### src/rtl/syncfifo_mc.sv
// Single-clock multi-channel FIFO: ch_num logical FIFOs of data_depth words sharing one array.
// Optional sticky overflow/underflow flags are enabled by defining SYNCFIFO_MC_ERR_EN.
module syncfifo_mc #(
  parameter int data_width  = 8,
  parameter int data_depth  = 32,
  parameter int depth_width = 5,
  parameter int ch_num      = 4,
  parameter int ch_width    = 2
) (
  input  logic                                clk,
  input  logic                                rstn,
  input  logic                                wr,
  input  logic [ch_width-1:0]                 wr_ch,
  input  logic [data_width-1:0]               wr_data,
  input  logic                                rd,
  input  logic [ch_width-1:0]                 rd_ch,
  output logic [data_width-1:0]               rd_data,
  output logic                                rd_data_vld,
  output logic [ch_width-1:0]                 rd_data_ch,
  input  logic [depth_width:0]                cfg_almost_full,
  input  logic [depth_width:0]                cfg_almost_empty,
  output logic [ch_num-1:0]                   full,
  output logic [ch_num-1:0]                   empty,
  output logic [ch_num-1:0]                   almost_full,
  output logic [ch_num-1:0]                   almost_empty,
  output logic [ch_num*(depth_width+1)-1:0]   ch_cnt,
  output logic                                ovf_err,
  output logic                                udf_err,
  input  logic                                err_clr
);

  localparam int CW1 = depth_width + 1;
  localparam int AW  = ch_width + depth_width;
  localparam logic [CW1-1:0] DEPTH_CNT = CW1'(data_depth);
  localparam logic [CW1-1:0] ONE       = CW1'(1);

  logic [data_width-1:0] mem [ch_num*data_depth];

  logic [CW1-1:0] wptr_q [ch_num];
  logic [CW1-1:0] wptr_d [ch_num];
  logic [CW1-1:0] rptr_q [ch_num];
  logic [CW1-1:0] rptr_d [ch_num];
  logic [CW1-1:0] cnt_q  [ch_num];
  logic [CW1-1:0] cnt_d  [ch_num];

  logic [data_width-1:0] rd_data_q, rd_data_d;
  logic                  rd_data_vld_q, rd_data_vld_d;
  logic [ch_width-1:0]   rd_data_ch_q, rd_data_ch_d;

  logic                   wr_blk, rd_blk, wr_acc, rd_acc;
  logic [depth_width-1:0] wr_ptr_sel, rd_ptr_sel;
  logic [AW-1:0]          wr_addr, rd_addr;
  logic [ch_num-1:0]      wr_hit, rd_hit;

  always_comb begin
    full         = '0;
    empty        = '0;
    almost_full  = '0;
    almost_empty = '0;
    ch_cnt       = '0;
    for (int i = 0; i < ch_num; i++) begin
      full[i]                 = (cnt_q[i] == DEPTH_CNT);
      empty[i]                = (cnt_q[i] == '0);
      almost_full[i]          = (cnt_q[i] >= cfg_almost_full);
      almost_empty[i]         = (cnt_q[i] <= cfg_almost_empty);
      ch_cnt[i*CW1 +: CW1]    = cnt_q[i];
    end
  end

  // An out-of-range channel index matches no channel and is treated as blocked.
  always_comb begin
    wr_blk     = 1'b1;
    rd_blk     = 1'b1;
    wr_ptr_sel = '0;
    rd_ptr_sel = '0;
    for (int i = 0; i < ch_num; i++) begin
      if (wr_ch == ch_width'(i)) begin
        wr_blk     = full[i];
        wr_ptr_sel = wptr_q[i][depth_width-1:0];
      end
      if (rd_ch == ch_width'(i)) begin
        rd_blk     = empty[i];
        rd_ptr_sel = rptr_q[i][depth_width-1:0];
      end
    end
    wr_acc  = wr & ~wr_blk;
    rd_acc  = rd & ~rd_blk;
    wr_addr = {wr_ch, wr_ptr_sel};
    rd_addr = {rd_ch, rd_ptr_sel};
  end

  always_comb begin
    wr_hit = '0;
    rd_hit = '0;
    for (int i = 0; i < ch_num; i++) begin
      wr_hit[i] = wr_acc && (wr_ch == ch_width'(i));
      rd_hit[i] = rd_acc && (rd_ch == ch_width'(i));
      wptr_d[i] = wr_hit[i] ? wptr_q[i] + ONE : wptr_q[i];
      rptr_d[i] = rd_hit[i] ? rptr_q[i] + ONE : rptr_q[i];
      case ({wr_hit[i], rd_hit[i]})
        2'b10:   cnt_d[i] = cnt_q[i] + ONE;
        2'b01:   cnt_d[i] = cnt_q[i] - ONE;
        default: cnt_d[i] = cnt_q[i];
      endcase
    end
    rd_data_d     = rd_acc ? mem[rd_addr] : rd_data_q;
    rd_data_vld_d = rd_acc;
    rd_data_ch_d  = rd_acc ? rd_ch : rd_data_ch_q;
  end

  always_ff @(posedge clk) begin
    if (wr_acc) mem[wr_addr] <= wr_data;
  end

  always_ff @(posedge clk or negedge rstn) begin
    if (!rstn) begin
      for (int i = 0; i < ch_num; i++) begin
        wptr_q[i] <= '0;
        rptr_q[i] <= '0;
        cnt_q[i]  <= '0;
      end
      rd_data_q     <= '0;
      rd_data_vld_q <= 1'b0;
      rd_data_ch_q  <= '0;
    end else begin
      wptr_q        <= wptr_d;
      rptr_q        <= rptr_d;
      cnt_q         <= cnt_d;
      rd_data_q     <= rd_data_d;
      rd_data_vld_q <= rd_data_vld_d;
      rd_data_ch_q  <= rd_data_ch_d;
    end
  end

  assign rd_data     = rd_data_q;
  assign rd_data_vld = rd_data_vld_q;
  assign rd_data_ch  = rd_data_ch_q;

`ifdef SYNCFIFO_MC_ERR_EN
  logic ovf_err_q, ovf_err_d;
  logic udf_err_q, udf_err_d;

  // Clear has priority over a set arriving in the same cycle.
  always_comb begin
    ovf_err_d = ovf_err_q | (wr & wr_blk);
    udf_err_d = udf_err_q | (rd & rd_blk);
    if (err_clr) begin
      ovf_err_d = 1'b0;
      udf_err_d = 1'b0;
    end
  end

  always_ff @(posedge clk or negedge rstn) begin
    if (!rstn) begin
      ovf_err_q <= 1'b0;
      udf_err_q <= 1'b0;
    end else begin
      ovf_err_q <= ovf_err_d;
      udf_err_q <= udf_err_d;
    end
  end

  assign ovf_err = ovf_err_q;
  assign udf_err = udf_err_q;
`else
  logic unused_err_clr;
  assign unused_err_clr = err_clr;
  assign ovf_err        = 1'b0;
  assign udf_err        = 1'b0;
`endif

endmodule
### config.mk
export PLATFORM = sky130hd
export DESIGN_NAME = syncfifo_mc
export DESIGN_NICKNAME = d
export VERILOG_FILES = /design/src/rtl/syncfifo_mc.sv
export SDC_FILE = /design/constraint.sdc
export NUM_CORES = 2
export LEC_CHECK = 0
export CORE_MARGIN = 8
export CORE_UTILIZATION = 25
export CTS_BUF_LIST = sky130_fd_sc_hd__clkbuf_8
export CTS_CLUSTER_DIAMETER = 40
export DETAILED_ROUTE_END_ITERATION = 16
export GPL_TIMING_DRIVEN = 0
export PLACE_DENSITY_LB_ADDON = 0.25
export SYNTH_ARGS = -nofsm -noshare
export SYNTH_HDL_FRONTEND = slang
export SYNTH_SLANG_ARGS = --single-unit
### constraint.sdc
create_clock -name clk -period 9.3 [get_ports clk]
set_clock_uncertainty 0.1 [all_clocks]
set_input_delay 1.395 -clock clk [delete_from_list [all_inputs] [get_ports clk]]
set_output_delay 1.395 -clock clk [all_outputs]
set_load 0.01 [all_outputs]
* After elaboration in Yosys (flattened, before gate mapping)
Memories as Yosys holds them, arrays and structs flattened. A register that Yosys moved wholly into a read port is not among the register bits.
Cells that the tools add are included.
** Cells by class
- Bitwise logic cells :: 4
- $lt $le $gt $ge :: 8
- $add $sub $neg :: 16
- Muxes and demuxes :: 22
- Reduce and logical (&&, ||, !) cells :: 19
- Eq/ne operators :: 18
** Operators by type and width (number)
- adder 6 x 1 -> 6 bit (second input constant) :: 12
- case mux 6 bit (2 select lines) :: 4
- 2-to-1 mux 5 bit :: 8
- == test 6 bit (second input constant) :: 4
- greater-or-equal comparator 6 bit :: 4
- <= comparator 6 bit :: 4
- logical NOT 6 bit :: 4
- subtractor 6 x 1 -> 6 bit (second input constant) :: 4
- == test 2 bit (second input constant) :: 8
- == test 2 x 1 -> 1 bit (second input constant) :: 6
- 2-to-1 mux 1 bit :: 10
- logical AND 1 bit :: 8
- nonzero test 2 bit :: 4
- logical NOT 2 bit :: 2
- bitwise AND 1 bit :: 2
- NOT 1 bit :: 2
- logical NOT 1 bit :: 1
** Storage, ports and cells
- Register bits after elaboration :: 75
- Bits of input ports :: 29
- Output and inout port bits :: 53
- Word-level logic and storage cells :: 102
- Memories :: 1
- RAM bits :: 1024
** Memories
- mem :: words 128, bits a word 8, read ports 1, clocked after memory_dff 1, wr ports 1, line 37 : logic [data_width-1:0] mem [ch_num*data_depth];

* Longest topological paths before layout
- Depth in word-level cells :: 10
- Depth in mapped cells :: 17
- Depth with buffers taken out :: 15

* Worst setup path before layout
OpenSTA, ideal clock, no wires.
- Path type :: input port to flip-flop
- Start point :: in rd_ch[0]
- End point :: reg cnt_q, in the netlist ch_cnt[5]
- Data required time :: 9071 ps
- Slack :: 4794 ps
- Buffers on the path :: 2
- Arrival time :: 4277 ps
- Stages :: 14
- Library setup time :: 129 ps
- Path through :: buf_6 -> buf_4 -> mux4_2 -> nand2b_1 -> nor3_1 -> ha_1 -> ha_1 -> a21o_1 -> a21oi_1 -> o21bai_1 -> a21oi_1 -> xnor2_1 -> nor2_1 -> xor2_1
** Between the ends
- Word-level cells in the longest chain between the ends :: 10
- Elaborated cells on any way between the ends :: 15
- Classes of those cells :: eq/ne: 5; mux: 5; bitwise: 2; reduce/logical: 3
** RTL lines
- from (decl) :: line 16 : input logic [ch_width-1:0] rd_ch,
- logical NOT 2 bit :: line 81, 97
- 2-to-1 mux 1 bit (4 in series) :: line 81 : if (rd_ch == ch_width'(i)) begin
- NOT 1 bit :: line 87 : rd_acc = rd & ~rd_blk;
- bitwise AND 1 bit :: line 87
- logical AND 1 bit (*) :: line 97 : rd_hit[i] = rd_acc && (rd_ch == ch_width'(i));
- via rd_hit[0] :: line 53 : logic [ch_num-1:0] wr_hit, rd_hit;
- == test 2 x 1 -> 1 bit or == test 2 bit (tied branches) :: line 100 : case ({wr_hit[i], rd_hit[i]})
- case mux 6 bit (2 select lines) or nonzero test 2 bit (tied branches)
- to (signal assigned) :: line 128 : cnt_q <= cnt_d;
- to (decl) :: line 43 : logic [CW1-1:0] cnt_q [ch_num];
Mark *: on every way through the listed nets, which the timed path passes. The rest lies on a longest branch.
A chain may end at the register's enable or synchronous reset.

* Worst setup path in the final report
- Start point :: in rd_ch[1]
- End point :: reg rd_data_q[2] (netlist: rd_data[2]) (read register of mem)
** Between the ends
- Word-level cells in the longest chain between the ends :: 7
- Elaborated cells on any way between the ends :: 14
- Classes of those cells :: eq/ne: 3; mux: 8; bitwise: 2; reduce/logical: 1
** RTL lines
- logical NOT 2 bit :: line 81
- 2-to-1 mux 1 bit (4 in series) :: line 81
- NOT 1 bit :: line 87
- bitwise AND 1 bit :: line 87
- to (decl) :: line 46 : logic [data_width-1:0] rd_data_q, rd_data_d;
Several ways; a longest one is shown, not always the timed one.

==> flow_summary_export.csv <==
group,metric,value,unit
status,outcome,"complete, no violations",
cts,clk_latency,910,ps
power,switchingPower,6.092,mW
die,initial_core_util,0.2507,
timing,setup_tns,0,ps
timing,setup_ws,2918,ps
timing,worstMarginPinSlew,1432,ps
cts,cts-buffers-inserted,191,
power,vdd_drop_max,0.1342,mV
logic_synthesis,synth.avg_cell_area,16.05,sq um
die,fp.dieW,443.8,microns
layout,final_common_cell,"edfxtp_1",
power,p_per_area,293.9,nW/um^2
grt,gr-total-overflow,0,
critical_path,start_kind,"input pin",
min_path,hold_class,"in2async",
grt,antenna_found_initial,12,
detailed_routing,route.antenna.remaining_nets,0,
flow_run,cap_violations,0,
power,pwr-share-seq,0.376,
detailed_routing,via_per_inst,4.807,
logic_synthesis,yosysWarnings,0,
logic_synthesis,synth_edf_count,1024,
layout,post-route-util,0.2923,
layout,final_nets,3241,
critical_path,critical_path_required,9890,ps
grt,track_usage,0.1543,
place,gp_congestion,0.8767,
cts,clock_path_buffers,3,
die,core,182500,sq um
timing,finalCritPeriodShare,0.6862,
grt,grt_pass1_vias,27240,
timing,hold_ws,358.2,ps
logic_synthesis,yosysTopAreaCell,"edfxtp_1",
logic_synthesis,ys.flop_type,"edfxtp_1",
detailed_routing,vias,27300,
power,p_int,9.586,mW
critical_path,crit_path_top_delay_cell,"clkbuf_1",
logic_synthesis,synthCells,2850,
die,die_area,197000,sq um
logic_synthesis,seq_area_frac_synth,0.7131,
layout,drive_gt1_frac,0.1539,
grt,grt_first_pass_wirelength,217000,microns
critical_path,worstSetupPathType,"in2reg",
logic_synthesis,syn_area,45750,sq um
power,p_sw_frac,0.3886,
timing,fmax,0.1567,GHz
place,dp_hpwl,107200,microns
logic_synthesis,ys_async_sr_fraction,0.06824,
power,p_leak,17.98,nW
die,die_h,443.8,microns
detailed_routing,drt_iter0_drc,3058,
detailed_routing,wl_per_cell,27.62,microns
timing,slew_headroom,0.04544,
die,rows,157,
place,dp_slack,2092,ps
cts,cts_sinks,1099,
logic_synthesis,synth_area_leaders,"edfxtp_1, mux4_2, mux2i_1",
cts,cts_resized,0,
critical_path,end_kind,"register",
layout,area_growth,16.61,%
grt,grt_max_degree,88,
critical_path,crit_fanout,10,
layout,final_cell_mix,"edfxtp_1, nand2_1, mux2i_1",
timing,setup_viol_count_final,0,
critical_path,crit_arrival,6980,ps
cts,cts_hold_buf,0,
cts,post_cts_buffers,0,
power,p_total,15.68,mW
place,portBuffers,77,
layout,fillers,18260,
timing,drv_slew,0,
cts,cts_root_buf,"clkbuf_8",
cts,htreeDepth,4,
logic_synthesis,ys_ff_latch,1099,
power,pwr-share-clk,0.269,
critical_path,path_cells,"clkdlybuf4s50_1 -> buf_4 -> mux4_2 -> buf_2 -> buf_4 -> buf_2 -> clkbuf_1 -> nor2_1 -> nand3_1 -> nand3_1 -> nor4_1 -> a41oi_1",
detailed_routing,routed_wl,156900,microns
logic_synthesis,synth.distinct_cells,63,
detailed_routing,drcViolationCount,0,
logic_synthesis,synth_top_area_frac,0.6721,
critical_path,cp_slowest_stage_delay,1070,ps
cts,clk_pin_slew,60,ps
power,combPwrFrac,0.355,
cts,cts_tree,"done",
detailed_routing,drtPass1Iterations,6,
timing,finalHoldViolations,0,
timing,rsz0062_at_grt,"false",
die,io_pins,82,
timing,period_needed,6382,ps
layer usage:
| layer | vias to the layer above | global-route usage | share of wire |
|---|---|---|---|
| li1 | 11660 | - | - |
| met3 | 290 | 0.03304 | 0.070 |
| met2 | 1119 | 0.2474 | 0.46 |
| met1 | 14230 | 0.2069 | 0.43 |
| met4 | 0 | 0.05373 | 0.032 |
| met5 | - | 0 | 0 |
path summary, 6_finish.rpt:
check	start	to	cells after the start	slack, ps
worst max-delay path	rd_ch[1]	rd_data[2]	12	2920
worst min-delay path	rstn	ch_cnt[3]	1	360
worst min register to register	wptr_q[4]	wptr_q[4]	1	380
worst max register to register	rptr_q[20]	rd_data[2]	10	3680
min in group clk	wptr_q[4]	wptr_q[4]	1	380
max in group asynchronous	rstn	ch_cnt[17]	2	8100
flip-flops by register name, summed over array words and instances (netlist names):
signal and count:
ch_cnt 24, rptr_q 20, rd_data_vld 1, mem 1024
rd_data 8, rd_data_ch 2, wptr_q 20
area by class of cell:
class / instances / area (sq um) / share of cell area
multi-input cells: 1564 / 12270 / 0.2301
plain buffers: 144 / 711.9 / 0.01334
well taps: 2385 / 2984 / 0.05593
repair buffers: 88 / 1026 / 0.01923
flip-flops and latches: 1099 / 32630 / 0.6116
clock inverters: 153 / 847.1 / 0.01588
diodes: 7 / 17.52 / 0.0003283
inverters: 44 / 165.2 / 0.003096
clock buffers: 196 / 2698 / 0.05056
worst max-delay path: cells and delay by family:
kind / cells / cell delay (ps)
AO/OA/AOI/OAI: 1 / 260
buffers and inverters: 6 / 3200
multiplexers: 1 / 200
AND/OR/NAND/NOR: 4 / 1870
power groups by stage:
| stage | Sequential [mW] | Clock (mW) | Combinational, mW |
|---|---|---|---|
| after floorplan | 5.91 | 0 | 2.99 |
| after detailed placement | 6.00 | 0 | 5.50 |
| final | 5.90 | 4.22 | 5.56 |
| after global routing | 5.93 | 4.50 | 5.79 |
| after CTS | 5.90 | 4.30 | 5.51 |
| after global placement | 6.03 | 0 | 5.48 |
cell families after synthesis:
family,synth area share
adders and majority gates,0.02253
AOI/OAI and AO/OA,0.04994
xor gates and xnor gates,0.01072
and+or+nand+nor,0.07143
DFF,0.7131
other,0.00008196
buffers and inverters,0.01914
muxes,0.1130
per-stage QoR:
step	cell area, sq um	std cells
after floorplan	45760	2851
after global placement	49510	5313
after detailed placement	49790	5324
after CTS	53330	5673
after global routing	53340	5675
final	53350	5680
synthesized netlist by cell type (7+ instances only):
master,count
buf_2,61
nor2b_1,65
o22ai_1,20
ha_1,76
a211oi_1,54
nand3_1,61
clkbuf_1,48
nand4_1,32
mux2i_1,208
nor2_1,165
a311oi_1,7
dfrtp_1,75
buf_1,16
mux4_2,110
o221ai_1,8
a2111oi_0,10
nor4_1,15
xnor2_1,37
nand2b_1,17
mux2_2,49
a31oi_1,34
a21o_1,25
and2_1,9
o211ai_1,25
o31ai_1,8
edfxtp_1,1024
a21oi_1,46
o21ai_0,31
nor3_1,19
a22oi_1,16
nand2_1,319
xor2_1,19
buf_4,13
inv_1,43
and3_1,7
Note: power is estimated with default switching activity, not from simulation.
==> RTL change 1 (same settings) <==
Add a define of `SYNCFIFO_MC_ERR_EN`.
--- a/src/rtl/syncfifo_mc.sv
+++ b/src/rtl/syncfifo_mc.sv
@@ -1,5 +1,7 @@
 // Single-clock multi-channel FIFO: ch_num logical FIFOs of data_depth words sharing one array.
 // Optional sticky overflow/underflow flags are enabled by defining SYNCFIFO_MC_ERR_EN.
+`define SYNCFIFO_MC_ERR_EN
+
 module syncfifo_mc #(
   parameter int data_width  = 8,
   parameter int data_depth  = 32,
Formal check against the unedited RTL: not equivalent (a bounded check fails within 4 cycles, from zero or initial values and one cycle with rstn low).
==> RTL change 1 against the original RTL <==
  * Design area grew 0.91%
  * Final cell count grew 7.2%
  * Via count grew 8.2%
  * Fmax grew 16%
  * Area after synthesis is essentially flat
  * Synthesized cell count grew 14%
  * Sequential cell count grew 2
  * Total power grew 3.2%
  * Worst setup slack gained 880 ps
  * Routed wire length is essentially flat
==> RTL change 1: results (changes against the original RTL) <==
[finish]
nFillCells = 18400  ; +0.70%
multiInputGateArea_mm2 = 0.0120  ; -2.0%
layout-drive-gt1-share_pct = 12.2  ; -3.2 points

[clock_network]
clkLatencyLatePin_ps = 940  ; +30 ps

[worst_setup_path]
slowest_stage = nor4_1
max_stage_delay_ps = 960  ; -110 ps
r2r_slack_ps = 4500  ; +820 ps
worstPathArrival_ps = 6230  ; -750 ps
r2r_start = rptr_q[8]$_DFFE_PN0P_
regToRegEndpoint = rd_data[7]$_DFFE_PN0N_

[placement]
port-buffer-count = 80  ; +3.9%
dpl_worst_slack_ps = 3010  ; +919 ps
post_dp_cell_area_mm2 = 0.0498  ; about the same
hpwl_um = 108000  ; +0.65%

[power]
p_int_w = 0.00979  ; +2.1%
seqPwrFrac_pct = 36.5  ; -1.1 points
max-vdd-ir-drop_mv = 0.150  ; +12%
p_per_area_mw_per_mm2 = 300  ; +2.2%

[logic_synthesis]
synth_cell_types = 54  ; -14%
synthTopCellsByArea = edfxtp_1, nand2_1, dfrtp_1
postSynthAreaPerCell_um2 = 14.1  ; -12%
yosysSeqAreaShare_pct = 71.4  ; +0.13 points
ys_top_cells_by_count = edfxtp_1, nand2_1, nor2_1
async_flop_share_pct = 6.99  ; +0.17 points

[routing]
drt_iter0_markers = 3356  ; +9.7%
vias = 29500  ; +8.2%
routedWlPerCell_um = 25.8  ; -6.7%

[status]
outcome = complete, no violations

[global_routing]
grt_max_degree = 83  ; -5.7%
grt_pass1_vias = 29000  ; +6.6%
antenna_found_initial = 8  ; -4

[sta]
min_period_over_period_pct = 59.1  ; -9.5 points

## RTL change 1: metal layers
metal  vias to the layer above  wire length [um]  part of all wire, %  global-route usage (%)
met2                      1309             70300                   45                    23.7
met5                         -                13               0.0083                       0
li1                      12800                 -                    -                       -
met4                         2              6000                  3.8                    5.81
met1                     15100             67800                   43                    20.8
met3                       290             12800                  8.2                    3.45
## RTL change 1: worst max-delay path by stage
stage                        endpoint       start  slack, ps  depth (start not counted)
4_1_cts        rd_data[0]$_DFFE_PN0N_    rd_ch[1]       4000                         11
3_3_place_gp     mem[53][2]$_DFFE_PP_  wr_data[2]       1920                          1
3_5_place_dp   rd_data[0]$_DFFE_PN0N_    rd_ch[1]       3010                         11
6_report       rd_data[7]$_DFFE_PN0N_    rd_ch[1]       3800                         11
2_1_floorplan  ch_cnt[11]$_DFFE_PN0P_    rd_ch[0]       4950                         13
5_1_grt        rd_data[7]$_DFFE_PN0N_    rd_ch[1]       3700                         10
## RTL change 1: cell type report
type / instances / area share (%)
inverters: 46 / 0.321
clock inverters: 155 / 2.09
flip-flops and latches: 1101 / 60.7
well taps: 2385 / 5.54
plain buffers: 180 / 1.60
diodes: 7 / 0.0325
clock buffers: 212 / 5.42
multi-input cells: 1913 / 22.4
repair buffers: 89 / 1.95
## RTL change 1: cell families (layout without fill, tap and decap cells)
logic type / after synthesis / in the layout / share of synthesized area [%]
flip-flops: 1101 / 1101 / 71.4
multiplexers: 178 / 178 / 5.49
AND/OR/NAND/NOR: 1161 / 1161 / 11.1
adder cells (fa/ha/maj): 80 / 80 / 2.25
AO/OA/AOI/OAI: 438 / 438 / 6.34
buffers and inverters: 226 / 682 / 2.27
XOR/XNOR: 56 / 56 / 1.07
other: 0 / 7 / 0
==> RTL change 2 (same flow settings) <==
Without the edit above. `rd_data_q` no longer has a reset.
--- a/src/rtl/syncfifo_mc.sv
+++ b/src/rtl/syncfifo_mc.sv
@@ -119,17 +119,19 @@
         rptr_q[i] <= '0;
         cnt_q[i]  <= '0;
       end
-      rd_data_q     <= '0;
       rd_data_vld_q <= 1'b0;
       rd_data_ch_q  <= '0;
     end else begin
       wptr_q        <= wptr_d;
       rptr_q        <= rptr_d;
       cnt_q         <= cnt_d;
-      rd_data_q     <= rd_data_d;
       rd_data_vld_q <= rd_data_vld_d;
       rd_data_ch_q  <= rd_data_ch_d;
     end
+  end
+
+  always_ff @(posedge clk) begin
+    rd_data_q <= rd_data_d;
   end
 
   assign rd_data     = rd_data_q;
Formal check against the unedited RTL: differs if rstn is asserted again (counterexample within 4 cycles, from zero or initial values and one cycle with rstn low); with rstn held inactive, the same outputs for 4 cycles.
==> RTL change 2 against the original RTL <==
  * Sequential cell count unchanged
  * Count of clock-buffer cells in the layout unchanged
  * Hold slack got worse by 82 ps
  * Via count decreased by 0.30%
  * Total power decreased by 2.3%
  * The run now ends with capacitance limit left
  * Register-to-register slack improved by 400 ps
  * Final cell count increased by 1.3%
  * Design area about the same
  * Area after synthesis about the same
  * Worst setup slack improved by 570 ps
  * Synthesized cell count increased by 2.6%
  * Routed wire length decreased by 8.4%
==> RTL change 2: results (changes against the original RTL) <==
[status]
outcome = complete, but fails checks
failed_checks = capacitance limit

[global_routing]
use_met3_pct = 2.59  ; -0.71 points
grt_pass1_wl_um = 204000  ; -6.0%
grtUsageMet2_pct = 22.3  ; -2.4 points

[worst_setup_path]
regToRegEndpoint = ch_cnt[17]$_DFFE_PN0P_
worstPathArrival_ps = 6300  ; -680 ps
r2r_cells = 16  ; +6
crit_end = rd_data[1]$_DFFE_PN_
max_stage_delay_ps = 960  ; -110 ps

[logic_synthesis]
synth_edf_count = 1032  ; +0.78%
muxShareOfSynthArea_pct = 7.58  ; -3.7 points
synth-compound-area-share_pct = 7.99  ; +3.0 points
async_flop_share_pct = 6.10  ; -0.73 points
yosysSeqAreaShare_pct = 71.3  ; about the same
ys_top_cells_by_count = edfxtp_1, nand2_1, nor2_1

[finish]
multiInputGateArea_mm2 = 0.0121  ; -1.1%
layout-drive-gt1-share_pct = 13.4  ; -2.0 points
fin_nets = 3315  ; +2.3%
clock_area_share_pct = 6.69  ; +0.046 points

[routing]
drt_first_pass_iters = 5  ; -1
route.met3.wl_um = 7790  ; -29%
dr_wl_met2_um = 66400  ; -8.9%
routedWlPerCell_um = 25.0  ; -9.5%

[placement]
port-buffer-count = 75  ; -2.6%

[power]
max-vdd-ir-drop_mv = 0.149  ; +11%
p_leak_nw = 17.3  ; -4.0%

[sta]
fin_crit_ps = 5810  ; -572 ps

[job]
maxCapViolations = 1  ; +1

==> RTL change 2: changes by cell type in the layout (fill, tap and decap cells not counted), moves of 23 or more <==
cell      before  now
nand2_1      319  210
nor2b_1       65  135
clkbuf_1      48  119
buf_2         62   30
and2_1         9   68
a31oi_1       34   57
nand3_1       61   11
a211oi_1      54  184
mux2i_1      208   61
o21ai_0       31   84
==> RTL change 2: per-stage QoR <==
stage | area (um2) | power, W | hold slack (ps) | instances | utilization [%]
final | 53400 | 0.0153 | 276 | 5753 | 29.2
after global routing | 53400 | 0.0160 | 193 | 5753 | 29.2
after floorplan | 45800 | 0.00882 | 376 | 2925 | -
after CTS | 53400 | 0.0155 | 168 | 5751 | 29.2
after detailed placement | 49800 | 0.0113 | 406 | 5395 | 27.3
after global placement | 49500 | 0.0113 | 393 | 5385 | 27.1
